File: src/rtl/rgb_pkg.sv
// Shared types and constants for the RGB LED output stage.
// Colour codes are {red, green, blue}, matching the comparator flag order.
package rgb_pkg;

  typedef enum logic [1:0] {
    OFF   = 2'd0,
    LOCK  = 2'd1,
    READY = 2'd2
  } drv_state_t;

  localparam logic [2:0] COL_RED   = 3'b100;
  localparam logic [2:0] COL_GREEN = 3'b010;
  localparam logic [2:0] COL_BLUE  = 3'b001;
  localparam logic [2:0] COL_NONE  = 3'b000;

  // True only for the three legal colour codes; 000 and multi-bit codes are rejected.
  function automatic logic is_onehot3(input logic [2:0] v);
    return (v == COL_RED) || (v == COL_GREEN) || (v == COL_BLUE);
  endfunction

endpackage

File: src/rtl/sync2.sv
// Two-flop synchroniser for one asynchronous level input.
// The first flop may go metastable; the second gives it a full cycle to settle.
module sync2 (
  input  logic clk,
  input  logic rst,
  input  logic i_d,
  output logic o_q
);

  logic r_meta;
  logic r_sync;

  // Shift the raw input through two flops; synchronous reset clears both.
  always_ff @(posedge clk) begin
    // NOTE: non-blocking assignments make both flops sample their old values on the
    // same edge; blocking ones here would collapse the chain into a single flop.
    if (rst) begin
      r_meta <= 1'b0;
      r_sync <= 1'b0;
    end else begin
      r_meta <= i_d;
      r_sync <= r_meta;
    end
  end

  assign o_q = r_sync;

endmodule

File: src/rtl/rgb_led_driver.sv
// RGB LED driver behind the 2-bit comparator.
// Synchronises the three colour flags, accepts only one-hot codes, holds each newly
// shown colour for HOLD_CYCLES before another change, and PWM-dims the LED outputs.
module rgb_led_driver
  import rgb_pkg::*;
#(
  parameter int CNT_W       = 8,
  parameter int HOLD_CYCLES = 1000
) (
  input  logic             clk,
  input  logic             rst,
  input  logic             red_in,
  input  logic             green_in,
  input  logic             blue_in,
  input  logic [CNT_W-1:0] duty,
  output logic             led_r,
  output logic             led_g,
  output logic             led_b,
  output logic             code_err
);

  localparam int                HOLD_W    = (HOLD_CYCLES > 1) ? $clog2(HOLD_CYCLES) : 1;
  localparam logic [HOLD_W-1:0] HOLD_LAST = HOLD_W'(HOLD_CYCLES - 1);
  localparam logic [CNT_W-1:0]  PWM_LAST  = '1;

  // Synchronised comparator flags
  logic       w_red_s;
  logic       w_green_s;
  logic       w_blue_s;
  logic [2:0] w_cand;
  logic       w_cand_ok;

  // Colour selection FSM
  drv_state_t        r_state;
  drv_state_t        w_state_nxt;
  logic [2:0]        r_cur_col;
  logic [2:0]        w_cur_col_nxt;
  logic [HOLD_W-1:0] r_hold_cnt;
  logic [HOLD_W-1:0] w_hold_cnt_nxt;

  // PWM
  logic [CNT_W-1:0] r_pwm_cnt;
  logic [CNT_W-1:0] r_duty_q;
  logic             r_duty_prime;
  logic             w_pwm_on;

  // Registered outputs
  logic [2:0] r_led;
  logic       r_code_err;

  sync2 u_sync_r (
    .clk (clk),
    .rst (rst),
    .i_d (red_in),
    .o_q (w_red_s)
  );

  sync2 u_sync_g (
    .clk (clk),
    .rst (rst),
    .i_d (green_in),
    .o_q (w_green_s)
  );

  sync2 u_sync_b (
    .clk (clk),
    .rst (rst),
    .i_d (blue_in),
    .o_q (w_blue_s)
  );

  assign w_cand    = {w_red_s, w_green_s, w_blue_s};
  assign w_cand_ok = is_onehot3(w_cand);

  // Next-state logic: load a new colour from OFF/READY, count out the hold in LOCK.
  always_comb begin
    // NOTE: every output of this block gets its hold value first, so no path
    // through the case leaves a signal unassigned and no latch is inferred.
    w_state_nxt    = r_state;
    w_cur_col_nxt  = r_cur_col;
    w_hold_cnt_nxt = r_hold_cnt;

    case (r_state)
      OFF: begin
        if (w_cand_ok) begin
          w_cur_col_nxt  = w_cand;
          w_hold_cnt_nxt = '0;
          w_state_nxt    = LOCK;
        end
      end

      LOCK: begin
        // Candidate is deliberately ignored here; this is what suppresses bounce.
        if (r_hold_cnt == HOLD_LAST) begin
          w_state_nxt = READY;
        end else begin
          w_hold_cnt_nxt = r_hold_cnt + 1'b1;
        end
      end

      READY: begin
        // hold_cnt stays at its final value here (saturated) until the next load.
        if (w_cand_ok && (w_cand != r_cur_col)) begin
          w_cur_col_nxt  = w_cand;
          w_hold_cnt_nxt = '0;
          w_state_nxt    = LOCK;
        end
      end

      default: begin
        w_state_nxt   = OFF;
        w_cur_col_nxt = COL_NONE;
      end
    endcase
  end

  // FSM state, current colour and hold counter registers.
  always_ff @(posedge clk) begin
    if (rst) begin
      r_state    <= OFF;
      r_cur_col  <= COL_NONE;
      r_hold_cnt <= '0;
    end else begin
      r_state    <= w_state_nxt;
      r_cur_col  <= w_cur_col_nxt;
      r_hold_cnt <= w_hold_cnt_nxt;
    end
  end

  // Free-running PWM counter; wraps naturally at 2**CNT_W.
  always_ff @(posedge clk) begin
    if (rst) begin
      r_pwm_cnt <= '0;
    end else begin
      r_pwm_cnt <= r_pwm_cnt + 1'b1;
    end
  end

  // Latch duty only at a period boundary so a mid-period change never produces a
  // runt pulse. Reset starts a period at pwm_cnt=0 with no duty latched for it, so
  // the first edge out of reset also reloads; otherwise the LED would stay dark for
  // the whole first period.
  always_ff @(posedge clk) begin
    if (rst) begin
      r_duty_q     <= '0;
      r_duty_prime <= 1'b1;
    end else begin
      r_duty_prime <= 1'b0;
      if ((r_pwm_cnt == PWM_LAST) || r_duty_prime) begin
        r_duty_q <= duty;
      end
    end
  end

  assign w_pwm_on = (r_pwm_cnt < r_duty_q);

  // Gate the current colour with the PWM phase and flag illegal candidate codes.
  always_ff @(posedge clk) begin
    if (rst) begin
      r_led      <= COL_NONE;
      r_code_err <= 1'b0;
    end else begin
      r_led      <= r_cur_col & {3{w_pwm_on}};
      r_code_err <= ~w_cand_ok;
    end
  end

  assign led_r    = r_led[2];
  assign led_g    = r_led[1];
  assign led_b    = r_led[0];
  assign code_err = r_code_err;

endmodule
File: config.mk
export PLATFORM = sky130hd
export DESIGN_NAME = rgb_led_driver
export DESIGN_NICKNAME = d
export VERILOG_FILES = /design/src/rtl/rgb_pkg.sv /design/src/rtl/sync2.sv /design/src/rtl/rgb_led_driver.sv
export SDC_FILE = /design/constraint.sdc
export NUM_CORES = 1
export LEC_CHECK = 0
export ABC_CLOCK_PERIOD_IN_PS = 2170
export CAP_MARGIN = 30
export CORE_ASPECT_RATIO = 0.7
export CORE_MARGIN = 2
export CORE_UTILIZATION = 50
export CTS_CLUSTER_DIAMETER = 50
export DETAILED_ROUTE_END_ITERATION = 8
export PLACE_DENSITY = 0.7
export SYNTH_ARGS = -nofsm -noshare
export SYNTH_HDL_FRONTEND = slang
export SYNTH_SLANG_ARGS = --single-unit
File: constraint.sdc
create_clock -name clk -period 2.17 [get_ports clk]
set_input_delay 0.434 -clock clk [delete_from_list [all_inputs] [get_ports clk]]
set_output_delay 0.434 -clock clk [all_outputs]
set_load 0.02 [all_outputs]
== Yosys cells after proc, flatten, opt, wreduce, memory -nomap -nowiden ==
Index checks and enable logic that the tools add are counted.

* Add/subtract/negate cells: 2
* Magnitude comparators: 1
* Eq/ne operators: 12
* Multiplexer cells: 12
* Bitwise gates (word level): 3
* Reduce and logical (&&, ||, !) cells: 9

{| class="wikitable"
|+ Operator list
! cell !! number
|-
| 10-bit 2-to-1 mux || 3
|-
| 10-bit one-hot mux with 3 select lines || 1
|-
| 10-bit by 1-bit adder with 10-bit output, second input constant || 1
|-
| 10-bit == test, second input constant || 1
|-
| 3-bit one-hot mux with 3 select lines || 1
|-
| 8-bit by 1-bit adder with 8-bit output, second input constant || 1
|-
| 8-bit == test, second input constant || 1
|-
| 8-bit less-than comparator || 1
|-
| 2-bit != test, second input constant || 4
|-
| 2-bit 2-to-1 mux || 3
|-
| 3-bit 2-to-1 mux || 2
|-
| 2-bit one-hot mux with 3 select lines || 1
|-
| 3-bit AND reduction || 2
|-
| 4-bit AND reduction || 1
|-
| 3-bit bitwise AND || 1
|-
| 3-bit by 1-bit == test with 1-bit output, second input constant || 1
|-
| 3-bit by 2-bit == test with 1-bit output, second input constant || 1
|-
| 3-bit == test, second input constant || 1
|-
| 1-bit logical OR || 3
|-
| 3-bit != test || 1
|-
| 3-bit nonzero test || 1
|-
| 2-bit by 1-bit == test with 1-bit output, second input constant || 1
|-
| 2-bit == test, second input constant || 1
|-
| 2-bit zero test || 1
|-
| 3 further kinds || 4
|}

* Flip-flop bits (word level): 42
* Bits of input ports: 13
* Word-level logic and storage cells: 53

== Depth between registers and ports, before layout ==
Gate-level depths: netlist (run 1).

* Depth in word-level cells: 6
* Gate-level depth with buffers: 6
* Depth with buffers taken out: 6

== Cells and area by module ==
A second synthesis (run 1) with hierarchy kept.

* Cell total of the unflattened synthesis: 192
* Area, all modules: 1823.0 um^2

{| class="wikitable"
|+ Modules (own cells, without submodules)
! module !! instances !! cells each !! area each (um^2) !! sequential area each (um^2)
|-
| rgb_led_driver || 1 || 180 || 1665.3 || 720.7
|-
| sync2 || 3 || 4 || 52.6 || 40.0
|}

== Worst setup path after synthesis (run 1) ==
No wires, ideal clock.

* Kind: reg2reg
* From: register u_sync_g.r_sync, in the netlist u_sync_g.o_q
* To: register r_hold_cnt[8]
* Arrival: 1.452 ns
* Required time: 2.082 ns
* Path slack: 0.630 ns
* Stages on the path, launching flop included: 6
* Period minus slack after synthesis: 1.540 ns
* Cell sequence: dfxtp_1 -> buf_6 -> or3b_1 -> a211oi_2 -> o41ai_4 -> o32ai_2

* Cells in the longest elaborated chain, start to end: 6

{| class="wikitable"
|+ Ends and longest elaborated chain
! element !! RTL line !! source
|-
| start: declaration || sync2.sv:11 || <nowiki>logic r_sync;</nowiki>
|-
| start signal: assignment || sync2.sv:22 || <nowiki>r_sync <= r_meta;</nowiki>
|-
| 3-bit == test / 3-bit by 2-bit == test with 1-bit output (equally long branches) || rgb_pkg.sv:18 || <nowiki>return (v == COL_RED) || (v == COL_GREEN) || (v == COL_BLUE);</nowiki>
|-
| 1-bit logical OR (2 in a row) || rgb_pkg.sv:18 ||
|-
| 1-bit logical AND || rgb_led_driver.sv:103 || <nowiki>if (w_cand_ok && (w_cand != r_cur_col)) begin</nowiki>
|-
| 2-bit != test (no source line) || -- ||
|-
| 4-bit AND reduction (no source line) (*) || -- ||
|-
| end signal: assignment || rgb_led_driver.sv:126 || <nowiki>r_hold_cnt <= w_hold_cnt_nxt;</nowiki>
|-
| end: declaration || rgb_led_driver.sv:38 || <nowiki>logic [HOLD_W-1:0] r_hold_cnt;</nowiki>
|}

Mark *: on every way between the ends. The rest lies on a longest branch, timed or not.
A chain may end at the register's enable or synchronous reset.

== Worst setup path after layout (run 1) ==
* From: register u_sync_g.r_sync, in the netlist u_sync_g.o_q
* To: register r_hold_cnt[6]

The elaborated chain is that of the path after synthesis.

==> metrics.cfg, run 1 <==
[critical_path]
path_max_fanout = 11
required_ns = 2.38
critical_path.endpoint_type = flip-flop
arrival_ns = 1.98
crit_type = reg2reg
startpoint_type = flip-flop

[place]
gp_congestion = 0.888
portBuffers = 16
dp_hpwl_um = 3140

[power]
p_leak_nw = 0.911
vdd_drop_max_v = 0.000480
powerDensity_nw_per_um2 = 672
power_mw = 1.64

[timing]
maxClockFrequency_ghz = 0.567
period_share = 0.813
slew_viol_final = 0
hold_viol_final = 0
rsz0062_at_grt = false
slew_headroom = 0.676
period_minus_slack_ns = 1.76
final.setup_skew_ns = 0.00545
worst_slew_pin_slew_ns = 0.486
setup_violations = 0
timing.setup.tns_ns = 0

[finish]
nets = 277
area_delta_synth_final_pct = 16.0
n_fill_cell = 344
layout_commonest_cell = dfxtp_1
diodes = 0
most-common-layout-cells = dfxtp_1 (42), nor2_1 (20), nand2_1 (17)
drive_above_1_share = 0.105

[global_routing]
globalRoute.totalOverflow = 0
grt_pass1_vias = 1453
grt_pass1_wl_um = 6950
groute.usage.overall = 0.194
antenna_found_initial = 0
grt_max_degree = 30

[logic_synthesis]
syn_nets = 256
yosys.area_share.simple = 0.232
synth-main-ff-cell = dfxtp_1
async_reset_ff_frac = 0
synth_area_leaders = dfxtp_1 (40%), ha_1 (5.4%), mux2i_1 (4.3%), nor2_1 (3.6%), nor2b_1 (3.3%)
synth_area_per_cell_um2 = 8.99
synth-xor-area-share = 0.0375
synth_cells = 234
muxShareOfSynthArea = 0.0428
synth_compound_area_frac = 0.181
syn-cell-area_um2 = 2100
synth_top_family_by_area = simple AND/OR/NAND/NOR gates
synth-edff-count = 0
ys_types = 54
netlist.area_leader.share = 0.400
seq_area_frac_synth = 0.400
ys_ff_latch = 42
yosys_warnings = 0
synth-adder-area-share = 0.0535
synth.largest_area_cell = dfxtp_1

[clock_network]
clockBufferDepth = 2
cts_setup_buffers = 0
post_cts_resized = 0
hold_buffers = 0
cts_root_buffer = clkbuf_8
clkTransAtPathRegs_ns = 0.08
clk_latency_ns = 0.29
cts_buffers = 5
htreeDepth = 2
cts_tree = yes
clock_sinks = 42

[detailed_routing]
ant_nets = 0
drc = 0
avgRoutedWirePerCell_um = 13.8
viasPerCell = 5.57
dr.pass1.iters = 4
wirelength_um = 4250
drt_iter0_markers = 87
vias = 1716

[die]
initial_core_util = 0.530
dieArea_um2 = 4750
core_um2 = 3970
num_rows = 19
fp.dieW_um = 81.5
ios = 17
die_h_um = 58.3

[hold_path]
hp-class = reg2reg

[run_status]
status = completed

[flow_run]
max-cap-violations = 0

[Yosys cell counts, drive strengths merged, types with 2 or more instances]
master   instances
nand3            8
or3              4
o211ai           3
buf              3
o41ai            2
nand2           17
a31oi            3
ha               9
a211oi           2
nor2            20
inv             16
and3             2
or2              2
dfxtp           42
xor2             4
or3b             3
mux2i            9
nor2b           11
a21o             2
nand4            2
nor4             4
clkbuf           6
o21ai            7
o31ai            7
o21a             2
nand2b           3
o2bb2ai          2
o22ai            2
nor3             6
and2             3
a21oi           10
xnor2            5
[flip-flops by register name, indices dropped and copies added, names as in the netlist, 2 cells and up]
register,count
r_cur_col,3
r_duty_q,8
r_hold_cnt,10
r_led,3
r_pwm_cnt,8
r_state,2
[metrics by stage]
stage | instances | cell area, um2 | setup slack [ns] | util | hold WS (ns)
6_report | 308 | 2440 | 0.405 | 0.615 | 0.440
4_1_cts | 308 | 2440 | 0.403 | 0.615 | 0.446
5_1_grt | 308 | 2440 | 0.266 | 0.615 | 0.458
2_1_floorplan | 234 | 2100 | 0.630 | - | 0.414
3_3_place_gp | 300 | 2330 | 0.348 | 0.587 | 0.421
3_5_place_dp | 300 | 2330 | 0.332 | 0.587 | 0.425
[critical path, stage by stage (launching register included)]
cell and delay [ns]:
dfxtp_1 0.43, or3b_1 0.41, a211oi_2 0.38, o41ai_4 0.09, buf_4 0.18, o31ai_1 0.18
[cells by family (layout without fill, tap and decap cells)]
kind of cell	count (synthesis)	in the layout
XOR/XNOR	9	9
buffers and inverters	25	47
multiplexers	9	9
AND/OR/NAND/NOR	91	91
AO/OA/AOI/OAI	49	49
flip-flops	42	42
adder cells (fa/ha/maj)	9	9
[power breakdown]
group          total, mW  internal, mW  switching [mW]
Sequential         0.824         0.799          0.0253
Combinational      0.193        0.0927          0.0999
Clock              0.624         0.345           0.279
Total               1.64          1.24           0.404
[metal layers]
metal | GRT usage | vias up | part of all wire
met5 | 0 | - | 0
met1 | 0.314 | 792 | 0.57
li1 | - | 873 | -
met3 | 0.0639 | 2 | 0.050
met4 | 0.0436 | 0 | 0.0035
met2 | 0.240 | 49 | 0.38
[final timing paths]
path / end / startpoint / cells past startpoint / slack [ns]
worst min-delay path: u_sync_r.o_q / u_sync_r.r_meta / 1 / 0.44
worst max register to register: r_hold_cnt[6] / u_sync_g.o_q / 5 / 0.41
worst max-delay path: r_hold_cnt[6] / u_sync_g.o_q / 5 / 0.41
worst min register to register: u_sync_r.o_q / u_sync_r.r_meta / 1 / 0.44
[area by class of cell]
type	count	area, um2	share of cell area
inverters	16	60.1	0.0246
well taps	52	65.1	0.0267
repair buffers	23	213	0.0871
clock inverters	3	43.8	0.0179
flip-flops and latches	42	841	0.344
multi-input cells	167	1150	0.471
clock buffers	5	68.8	0.0282
Power figures use the tool's default switching activity.
==> run 2, diff against run 1 <==
Settings changed: ABC_CLOCK_PERIOD_IN_PS 2170 to 1560, PLACE_DENSITY 0.7 to 0.73.
Clock period 2.17 ns to 1.56 ns, I/O delays scaled along.
==> run 2 against run 1 <==
Critical endpoint is now r_hold_cnt[8]; the flow now finishes with violations (negative setup slack); sequential share of layout area fell by 3.7 points; global-route usage rose by 2.5 points; largest power group unchanged; hold slack got worse by 0.0013 ns.
==> metrics.cfg, run 2 (same netlist as run 1, synthesis figures left out) <==
[detailed_routing]
drt_iter0_markers = 115  ; +32%
viasPerCell = 5.46  ; -2.0%
drc = 0  ; unchanged
avgRoutedWirePerCell_um = 14.1  ; +2.1%
wirelength_um = 4770  ; +12%
ant_nets = 0  ; unchanged
dr.pass1.iters = 4  ; unchanged
vias = 1846  ; +7.6%

[timing]
setup_violations = 8  ; +8
slew_headroom = 0.626  ; -0.0499
fin_ws_ns = -0.0557  ; -0.461 ns
slew_viol_final = 0  ; unchanged
period_minus_slack_ns = 1.62  ; -0.149 ns
fin_hold_ws_ns = 0.439  ; -0.00131 ns
rsz0062_at_grt = true
worst_slew_pin_slew_ns = 0.559  ; +0.0727 ns
final.setup_skew_ns = 0.00458  ; -0.000872 ns
hold_viol_final = 0  ; unchanged
period_share = 1.04  ; +0.222
maxClockFrequency_ghz = 0.619  ; +9.2%
timing.setup.tns_ns = -0.210  ; -0.210 ns

[clock_network]
hold_buffers = 0  ; unchanged
clockBufferDepth = 2  ; unchanged
cts_root_buffer = clkbuf_8
cts_buffers = 5  ; unchanged
clock_sinks = 42  ; unchanged
clk_latency_ns = 0.29  ; about the same
htreeDepth = 2  ; unchanged
clkTransAtPathRegs_ns = 0.08  ; about the same
cts_tree = yes

[die]
die_h_um = 58.3  ; unchanged
ios = 17  ; unchanged
fp.dieW_um = 81.5  ; unchanged
initial_core_util = 0.530  ; unchanged
dieArea_um2 = 4750  ; unchanged
num_rows = 19  ; unchanged
core_um2 = 3970  ; unchanged

[critical_path]
r2r.worst_path.cells = 5  ; unchanged
startpoint_type = flip-flop
path_max_fanout = 9  ; -2
timing.rr.end = r_hold_cnt[8]
required_ns = 1.76  ; -0.62 ns
timing.rr.start = u_sync_b.o_q
crit_type = reg2reg
arrival_ns = 1.82  ; -0.16 ns
critical_path.endpoint_type = flip-flop
r2r_slack_ns = -0.06  ; -0.46 ns

[power]
vdd_drop_max_v = 0.000608  ; +26%
p_leak_nw = 1.09  ; +20%
powerDensity_nw_per_um2 = 858  ; +28%
power_mw = 2.36  ; +44%

[finish]
area_delta_synth_final_pct = 30.6
finalNonFillerCells = 338  ; +9.7%
diodes = 0  ; unchanged
layout_commonest_cell = dfxtp_1
nets = 308  ; +11%
regMostFlops = r_hold_cnt
n_fill_cell = 313  ; -9.0%
most-common-layout-cells = dfxtp_1 (38), buf_4 (35), nor2_1 (20)
finish.utilization = 0.692  ; +0.0772
largest_reg_flops = 10  ; unchanged
seqCellArea_um2 = 846  ; +0.60%
multi_input_comb_area_um2 = 1190  ; +3.5%
largestRegisters = r_hold_cnt (10), r_duty_q (8), r_pwm_cnt (8)
fin_area_um2 = 2750  ; +13%
drive_above_1_share = 0.241  ; +0.136

[place]
portBuffers = 16  ; unchanged
dp_hpwl_um = 3490  ; +11%
dp_cells = 330  ; +10%
post-place-ws_ns = -0.104  ; -0.435 ns
gp_congestion = 0.878  ; -1.1%
dpl_cell_area_um2 = 2580  ; +11%

[global_routing]
antenna_found_initial = 0  ; unchanged
grt_pass1_wl_um = 7800  ; +12%
groute.usage.overall = 0.218  ; +0.0245
grt_pass1_vias = 1714  ; +18%
globalRoute.totalOverflow = 0  ; unchanged
grt_max_degree = 18  ; -40%

[flow_run]
max-cap-violations = 0  ; unchanged

[hold_path]
hold_path_end = u_sync_r.o_q
hp-class = reg2reg
holdPathStages = 1  ; unchanged
hold_start = u_sync_r.r_meta

[run_status]
failed_checks = negative setup slack
status = finished with violations

## run 2: cell count changes in the layout (fill, tap and decap cells not counted), moves of 2 or more
| cell | before | now |
|---|---|---|
| dfxtp_2 | 0 | 4 |
| buf_4 | 7 | 35 |
| o31ai_1 | 7 | 4 |
| buf_12 | 0 | 2 |
| o31ai_2 | 0 | 3 |
| dfxtp_1 | 42 | 38 |
## run 2: report_power, final
part	leakage, nW	total, mW	switching, mW	internal (mW)
Clock	0.0573	0.872	0.360	0.512
Combinational	0.686	0.341	0.164	0.177
Sequential	0.345	1.14	0.0302	1.11
Total	1.09	2.36	0.554	1.80
## run 2: critical path: stages, from the launching register on
cell	delay, ns
dfxtp_1	0.32
or4b_4	0.56
a21oi_4	0.19
o41ai_4	0.10
buf_6	0.16
o32ai_2	0.20
## run 2: layout make-up
type / count / share of cell area
sequential: 42 / 0.308
timing repair buffer: 54 / 0.173
tap: 52 / 0.0237
clock inverter: 1 / 0.0109
clock buffer: 6 / 0.0301
inverter: 16 / 0.0219
multi-input combinational: 167 / 0.433
## run 2: worst max path at each step
stage / from / to / slack, ns / cells past startpoint
CTS: r_cur_col[1] / r_hold_cnt[6] / -0.06 / 5
finish: u_sync_b.o_q / r_hold_cnt[8] / -0.06 / 5
floorplan: u_sync_g.o_q / r_hold_cnt[8] / 0.02 / 5
global route: u_sync_g.o_q / r_hold_cnt[5] / -0.11 / 7
detailed placement: rst / r_hold_cnt[6] / -0.10 / 5
global placement: r_cur_col[1] / r_hold_cnt[6] / -0.09 / 5
## run 2: timing repair
action / 4_1_cts / 5_1_grt
hold endpoints to repair: 0 / 0
gates resized for setup: 4 / 10
pin swaps: 2 / 0
endpoints found under the setup margin: 11 / 20
setup buffers: 1 / 1
## run 2: per-layer routing
layer,wire length [um],up-vias,GRT usage
met5,0,-,0
met4,64,0,0.0726
met3,279,7,0.0592
met2,1970,40,0.321
met1,2450,858,0.310
li1,-,941,-
